<file path="src/rtl/distance_fare_acc.sv">
// Metered distance-fare generator: synchronises wheel pulses, counts distance and
// accumulates the distance fare in 4-digit BCD, saturating at 9999.
module distance_fare_acc #(
    parameter logic [15:0] START_FARE_BCD = 16'h0800,
    parameter logic [15:0] UNIT_FARE_BCD  = 16'h0020,
    parameter logic [7:0]  BASE_UNITS     = 8'd30
) (
    input  logic        clk,
    input  logic        rst,
    input  logic        start,
    input  logic        clear,
    input  logic        pause,
    input  logic        dist_pulse,
    output logic [15:0] distance_fare_bcd,
    output logic [15:0] distance_bcd,
    output logic        in_trip,
    output logic        max
);

    typedef enum logic [1:0] {StIdle, StBase, StMeter, StSat} state_e;

    state_e      state_q, state_d;
    logic        sync1_q, sync2_q, prev_q;
    logic [15:0] fare_q, fare_d;
    logic [15:0] dist_q, dist_d;
    logic [7:0]  base_cnt_q, base_cnt_d;
    logic        in_trip_q, in_trip_d;
    logic        max_q, max_d;

    logic        pulse_edge;
    logic        unit_evt;
    logic [16:0] fare_sum;
    logic [16:0] dist_sum;
    logic [15:0] dist_inc;
    logic        fare_sat;

    // Four-digit BCD add; bit 16 is the carry out of the top digit.
    function automatic logic [16:0] bcd_add(input logic [15:0] a, input logic [15:0] b);
        logic [16:0] r;
        logic [4:0]  s;
        logic        c;
        r = '0;
        c = 1'b0;
        for (int i = 0; i < 4; i++) begin
            s = {1'b0, a[4*i +: 4]} + {1'b0, b[4*i +: 4]} + {4'b0000, c};
            if (s > 5'd9) begin
                s = s + 5'd6;
                c = 1'b1;
            end else begin
                c = 1'b0;
            end
            r[4*i +: 4] = s[3:0];
        end
        r[16] = c;
        return r;
    endfunction

    assign pulse_edge = sync2_q & ~prev_q;
    assign unit_evt   = pulse_edge & ~pause & (state_q != StIdle);

    assign fare_sum = bcd_add(fare_q, UNIT_FARE_BCD);
    assign dist_sum = bcd_add(dist_q, 16'h0001);
    // A carry out of 9999+1 is the only way to overflow, so hold at 9999.
    assign dist_inc = dist_sum[16] ? 16'h9999 : dist_sum[15:0];
    assign fare_sat = fare_sum[16] | (fare_sum[15:0] == 16'h9999);

    always_ff @(posedge clk or posedge rst) begin
        if (rst) begin
            sync1_q <= 1'b0;
            sync2_q <= 1'b0;
            prev_q  <= 1'b0;
        end else begin
            sync1_q <= dist_pulse;
            sync2_q <= sync1_q;
            prev_q  <= sync2_q;
        end
    end

    always_comb begin
        state_d    = state_q;
        fare_d     = fare_q;
        dist_d     = dist_q;
        base_cnt_d = base_cnt_q;

        if (clear) begin
            state_d    = StIdle;
            fare_d     = '0;
            dist_d     = '0;
            base_cnt_d = '0;
        end else if (start && (state_q == StIdle)) begin
            state_d    = StBase;
            fare_d     = START_FARE_BCD;
            dist_d     = '0;
            base_cnt_d = '0;
        end else if (unit_evt) begin
            dist_d = dist_inc;
            unique case (state_q)
                StBase: begin
                    base_cnt_d = base_cnt_q + 8'd1;
                    if ((base_cnt_q + 8'd1) == BASE_UNITS) begin
                        state_d = StMeter;
                    end
                end
                StMeter: begin
                    if (fare_sat) begin
                        fare_d  = 16'h9999;
                        state_d = StSat;
                    end else begin
                        fare_d = fare_sum[15:0];
                    end
                end
                default: begin
                    // StSat: distance only, fare stays frozen.
                end
            endcase
        end

        in_trip_d = (state_d != StIdle);
        max_d     = (state_d == StSat);
    end

    always_ff @(posedge clk or posedge rst) begin
        if (rst) begin
            state_q    <= StIdle;
            fare_q     <= '0;
            dist_q     <= '0;
            base_cnt_q <= '0;
            in_trip_q  <= 1'b0;
            max_q      <= 1'b0;
        end else begin
            state_q    <= state_d;
            fare_q     <= fare_d;
            dist_q     <= dist_d;
            base_cnt_q <= base_cnt_d;
            in_trip_q  <= in_trip_d;
            max_q      <= max_d;
        end
    end

    assign distance_fare_bcd = fare_q;
    assign distance_bcd      = dist_q;
    assign in_trip           = in_trip_q;
    assign max               = max_q;

endmodule
</file>
<file path="config.mk">
export PLATFORM = sky130hd
export DESIGN_NAME = distance_fare_acc
export DESIGN_NICKNAME = d
export VERILOG_FILES = /design/src/rtl/distance_fare_acc.sv
export SDC_FILE = /design/constraint.sdc
export NUM_CORES = 1
export LEC_CHECK = 0
export BUFFER_PORTS_ARGS = -buffer_cell sky130_fd_sc_hd__buf_2
export CAP_MARGIN = 10
export CELL_PAD_IN_SITES_DETAIL_PLACEMENT = 1
export CELL_PAD_IN_SITES_GLOBAL_PLACEMENT = 1
export CORE_AREA = 10 10 106 108
export CTS_CLUSTER_SIZE = 16
export DETAILED_ROUTE_END_ITERATION = 12
export DIE_AREA = 0 0 116 118
export PLACE_DENSITY_LB_ADDON = 0.08
export SETUP_SLACK_MARGIN = 0.1
export SYNTH_ARGS = -nofsm -noshare
export SYNTH_HDL_FRONTEND = slang
export SYNTH_SLANG_ARGS = --single-unit
</file>
<file path="constraint.sdc">
create_clock -name clk -period 13.7 [get_ports clk]
set_input_delay 0 -clock clk [delete_from_list [all_inputs] [get_ports clk]]
set_output_delay 0 -clock clk [all_outputs]
set_load 0.02 [all_outputs]
</file>
==> impl_metrics.toml, run 1 <==
[clock_tree]
cts_resized = 0
cts_made_buffers = 5
htreeDepth = 2
clk_pin_slew_worst_paths_ns = 0.10
post_cts_buffers = 0
clock_path_buffers = 2
clock_latency_ns = 0.31
cts_sinks = 47
cts_hold_buf = 3
clockRootBuffer = "clkbuf_8"
cts_tree = "done"

[die]
die_w_um = 116
die_area_sq_mm = 0.01369
core_area_sq_mm = 0.009109
dieHeight_um = 118
initial_core_util_pct = 39.04
pin_count = 40
rows = 35

[run]
cap_violations = 0

[synth]
synth-simple-area-share_pct = 21.01
avgSynthCellArea_sq_um = 8.466
syn-instance-count = 420
yosysSeqAreaShare_pct = 33.08
synth_most_common_cell = "dfrtp_1"
ys_warn_count = 0
yosys.area.top_type = "dfrtp_1"
ys_ff_latch = 47
synth-adder-area-share_pct = 10.56
synth_top_family_by_area = "compound AO/OA/AOI/OAI gates"
synth.area.mux_share_pct = 1.126
synth_area_leaders = "dfrtp_1, ha_1, o21ai_0, nor2_1, nand2_1"
syn-num-nets = 456
ys_async_sr_fraction_pct = 100.0
synthTopCellsByCount = "dfrtp_1, nor2_1, nand2_1"
synth_top_area_share_pct = 33.08
synth_ff_type = "dfrtp_1"
synth_compound_area_share_pct = 24.45
mappedNetlistArea_sq_mm = 0.003556
synth-xor-area-share_pct = 4.680
ys_types = 61
synth-edff-count = 0

[critical_path]
r2r-start = "distance_bcd[0]$_DFFE_PP0P_"
cp.required_ns = 13.95
path_class = "flop to flop"
startpoint = "distance_bcd[0]$_DFFE_PP0P_"
cp_max_fo = 9
start_kind = "flop"
end_kind = "flop"
arrival_ns = 7.32

[sta]
period_needed_ns = 7.077
finalClockSkew_ns = 0.01085
maxSlewHeadroom_pct = 26.59
rsz0062_at_grt = "false"
finalCritPeriodShare_pct = 51.65
slew_viol_final = 0
setup_viol = 0
fmax_mhz = 141.3
setup_tns_ns = 0
finalHoldViolCount = 0
tightest_slew_ns = 1.101

[power]
irDropWorstVdd_uv = 42.28
power_leakage_nw = 1.787
power_density_mw_per_mm2 = 67.83

[route]
met1Wirelength_mm = 4.852
top_layer = "met4"
drc = 0
dr_wl_met3_um = 269
dr_wl_met2_mm = 4.428
totalWireLength_mm = 9.628
avgRoutedWirePerCell_um = 17.16
drt_pre_antenna_iters = 4
vias = 3143
drt_iter0_drc = 99
routed_via_density = 5.602
drtAntennaViolNets = 0

[global_route]
grt_overflow = 0
grt_pass1_wl_mm = 16.67
antenna_found_initial = 0
grt_pass1_vias = 3223
grt_use_total_pct = 14.37
grt_max_degree = 48

[worst_hold_path]
hold_class = "primary input to flop"
hp-start = "pause"

[layout]
final_layout_size_suffix_gt1_share_pct = 13.56
nets = 485
antennaDiodeCount = 0
area_growth_pct = 11.26
finalCoreUtilization_pct = 43.43

[status]
outcome = "finished clean"

[placed_design]
dp_hpwl_mm = 7.169
globalplace.congestion = 0.8274
io_buffers = 39
## metal layers
metal	up-vias	global-route usage [%]
li1	1563	-
met3	5	2.752
met4	0	3.052
met5	-	0
met1	1542	20.08
met2	33	22.15
## through the flow
step / worst slack, ns / total power, W / instances / hold WS [ns] / area [sq um]
finish: 6.623 / 0.0002684 / 561 / 0.1907 / 3956
global route: 6.075 / 0.0002798 / 561 / 0.2251 / 3956
CTS: 6.623 / 0.0002727 / 561 / 0.1833 / 3956
detailed placement: 6.684 / 0.0001642 / 550 / 0.1134 / 3814
global placement: 7.102 / 0.0001640 / 550 / 0.1110 / 3814
floorplan: 7.350 / 0.0001575 / 420 / 0.03143 / 3556
## kinds of logic (layout without fill, tap and decap cells)
logic type                 Yosys count  after routing
AOI/OAI and AO/OA                  126            126
xor gates and xnor gates            19             19
adders and majority gates           30             30
buffers and inverters               47             77
DFF                                 47             47
muxes                                4              4
and+or+nand+nor                    147            147
## sequential cells by signal, indices dropped and copies added, names as in the netlist
name	flops
distance_fare_bcd	16
sync2_q	1
base_cnt_q	8
state_q	2
sync1_q	1
max	1
in_trip	1
distance_bcd	16
prev_q	1
## layout by cell type (no fill, tap or decap), drive strengths merged, types with 4 or more instances in the layout
cell type	n
nand3	12
nor4	4
nand4	6
dfrtp	47
a31oi	7
o22ai	5
o31ai	5
inv	26
a21boi	4
mux2i	4
a21oi	22
nor2b	4
and3	5
a22o	10
buf	40
xnor2	10
nand2b	10
xor2	9
a211oi	7
clkbuf	5
a22oi	6
o21ai	37
nor2	41
ha	30
nand3b	4
nand2	41
## layout make-up
class	count	area, sq um
Clock buffer	5	68.82
Tap cell	111	138.9
Clock inverter	3	43.79
Sequential cell	47	1176
Inverter	26	97.59
Fill cell	1134	5152
Multi-Input combinational cell	326	2198
Timing Repair Buffer	43	232.7
## critical path: stages (launching register included)
cell	delay, ns
dfrtp_1	0.48
ha_1	0.38
xnor2_1	0.18
ha_1	0.21
a22o_1	0.27
nand2_1	0.08
ha_1	0.21
ha_1	0.27
xnor2_1	0.34
ha_1	0.27
a22oi_1	0.12
a22o_1	0.21
a32o_1	0.27
ha_1	0.24
ha_1	0.28
xnor2_1	0.36
ha_1	0.29
a22oi_1	0.13
a22o_1	0.21
a32o_1	0.27
ha_1	0.24
ha_1	0.32
nand2b_1	0.17
a31o_2	0.28
and3_1	0.23
nor3_2	0.38
a41oi_1	0.18
nand3_1	0.13
## path summary, 6_finish.rpt
kind / endpoint / slack [ns] / cells after the start
setup / recovery: distance_bcd[2]$_DFFE_PP0P_ / 6.62 / 27
setup reg to reg: distance_bcd[2]$_DFFE_PP0P_ / 6.62 / 27
hold reg to reg: sync2_q$_DFF_PP0_ / 0.36 / 0
hold / removal: distance_bcd[4]$_DFFE_PP0P_ / 0.19 / 4
min in group asynchronous: base_cnt_q[1]$_DFFE_PP0P_ / 0.50 / 3
max in group asynchronous: distance_fare_bcd[4]$_DFFE_PP0P_ / 12.54 / 3
## power by group
group / internal, W / switching, W
combinational: 0.00000568 / 0.0000134
sequential: 0.000140 / 0.00000241
clock: 0.0000545 / 0.0000523
total: 0.000200 / 0.0000681
(Power assumes the default switching activity.)
==> run 2: changes to the inputs <==
==> constraint.sdc (replaced) <==
create_clock -name clk -period 6.7 [get_ports clk]
set_input_delay 0 -clock clk [delete_from_list [all_inputs] [get_ports clk]]
set_output_delay 0 -clock clk [all_outputs]
set_load 0.02 [all_outputs]
==> impl_metrics.toml, run 2 (synthesis gave the netlist of run 1 again) <==
[placed_design]
dp_slack_ns = -0.2321
io_buffers = 39
globalplace.congestion = 0.8474
dp_hpwl_mm = 7.264
post_dp_cell_area_sq_mm = 0.003836

[critical_path]
cp_max_fo = 9
startpoint = "distance_bcd[0]$_DFFE_PP0P_"
path_class = "flop to flop"
r2r-end = "distance_bcd[1]$_DFFE_PP0P_"
end_kind = "flop"
slowest_stage = "dfrtp_2"
cp.required_ns = 6.92
cp-endpoint = "distance_bcd[1]$_DFFE_PP0P_"
r2r_cells = 28
cpPeakStageDelay_ns = 0.47
start_kind = "flop"
r2r_setup_slack_ns = 0.46
arrival_ns = 6.46
r2r-start = "distance_bcd[0]$_DFFE_PP0P_"
cpMostUsedCell = "ha_1"

[global_route]
grt_overflow = 0
antenna_found_initial = 0
grt_use_total_pct = 13.96
grt_pass1_wl_mm = 15.98
grt_max_degree = 48
grt_pass1_vias = 3177

[layout]
fin_area_sq_mm = 0.004091
final_common_cell = "dfrtp_1"
area_growth_pct = 15.06
mostFrequentLayoutCells = "dfrtp_1, nor2_1, nand2_1, buf_2, o21ai_0"
multi_input_area_sq_mm = 0.002291
final_layout_size_suffix_gt1_share_pct = 18.46
fillCellCount = 1081
final-seq-area_sq_mm = 0.001177
nets = 490
antennaDiodeCount = 0

[sta]
rsz0062_at_grt = "false"
finalClockSkew_ns = 0.006640
finalCritPeriodShare_pct = 93.14
finalHoldViolCount = 0
fmax_mhz = 160.2
tightest_slew_ns = 1.050
layout_setup_ws_ns = 0.4595
slew_viol_final = 0
maxSlewHeadroom_pct = 29.90
whs_ns = 0.1896
period_needed_ns = 6.240
setup_viol = 0

[clock_tree]
cts_sinks = 47
clk_pin_slew_worst_paths_ns = 0.10
clock_path_buffers = 2
clock_latency_ns = 0.31
cts_tree = "done"
cts_made_buffers = 5
htreeDepth = 2
clockRootBuffer = "clkbuf_8"

[route]
drtAntennaViolNets = 0
vias = 3213
routed_via_density = 5.677
drt_pre_antenna_iters = 4
avgRoutedWirePerCell_um = 17.30
totalWireLength_mm = 9.794
drc = 0
drt_iter0_drc = 166

[die]
initial_core_util_pct = 39.04
rows = 35
dieHeight_um = 118
die_w_um = 116
pin_count = 40
core_area_sq_mm = 0.009109
die_area_sq_mm = 0.01369

[run]
cap_violations = 0

[power]
p_total_w = 0.0005555
irDropWorstVdd_uv = 86.78
power_leakage_nw = 1.820
power_density_mw_per_mm2 = 135.8

[worst_hold_path]
hold_class = "primary input to flop"

[status]
outcome = "finished clean"
==> run 2: changes by cell type in the layout (fill, tap and decap cells not counted), moves of 2 or more <==
cell	delta
a22oi_1	-2
a22oi_2	+2
a32o_1	-2
a32o_2	+2
buf_4	+5
ha_1	-6
ha_2	+4
ha_4	+2
o31ai_1	-2
o31ai_2	+2
xnor2_1	-2
==> run 2: per-layer routing <==
layer	GRT usage, %	routed length [um]	share of wire, %
met3	2.599	304	3.1
met4	3.130	89	0.91
met2	21.80	4573	47
met1	19.27	4827	49
met5	0	0	0
==> run 2: worst min path at each step <==
stage                     startpoint                           to  slack, ns  depth (start not counted)
after floorplan           dist_pulse            sync1_q$_DFF_PP0_       0.03                          0
after global placement    dist_pulse            sync1_q$_DFF_PP0_       0.11                          1
after detailed placement  dist_pulse            sync1_q$_DFF_PP0_       0.11                          1
after CTS                      start         state_q[0]$_DFF_PP0_       0.17                          4
after global routing           pause  distance_bcd[4]$_DFFE_PP0P_       0.21                          4
final                          start         state_q[0]$_DFF_PP0_       0.19                          4
==> run 2: worst max-delay path: cells and delay by family, from the launching register on <==
kind | cells | cell delay [ns]
fa+ha+maj | 10 | 2.49
flops | 1 | 0.47
buf+inv | 1 | 0.17
compound gates | 9 | 1.79
simple gates | 5 | 0.70
xor+xnor | 3 | 0.50
==> run 2: what timing repair did <==
item	CTS	global route
hold buffers	3	0
buffers inserted	0	2
gates resized for setup	5	16
endpoints found under the hold margin	43	0
endpoints found under the setup margin	13	22
cloned	0	0
pin swaps	0	1
==> run 2: final cells by class <==
cell class | count | share of cell area, %
clock inverters | 3 | 1.162
inverters | 26 | 2.385
well taps | 111 | 3.394
repair buffers | 48 | 6.606
flip-flops and latches | 47 | 28.78
clock buffers | 5 | 1.682
multi-input cells | 326 | 55.99
==> run 2: per-stage QoR <==
step                      instances  util (%)  TNS, ns
after floorplan                 420         -        0
after CTS                       564     43.96        0
after global routing            566     44.92        0
after global placement          553     42.12        0
after detailed placement        553     42.12   -1.052
final                           566     44.92        0
==> run 2: report_power, final <==
| part | leakage [nW] | total (W) | internal (W) | switching (W) |
|---|---|---|---|---|
| combinational | 1.12 | 0.0000403 | 0.0000123 | 0.0000280 |
| sequential | 0.645 | 0.000291 | 0.000286 | 0.00000486 |
| clock | 0.0587 | 0.000224 | 0.000113 | 0.000110 |
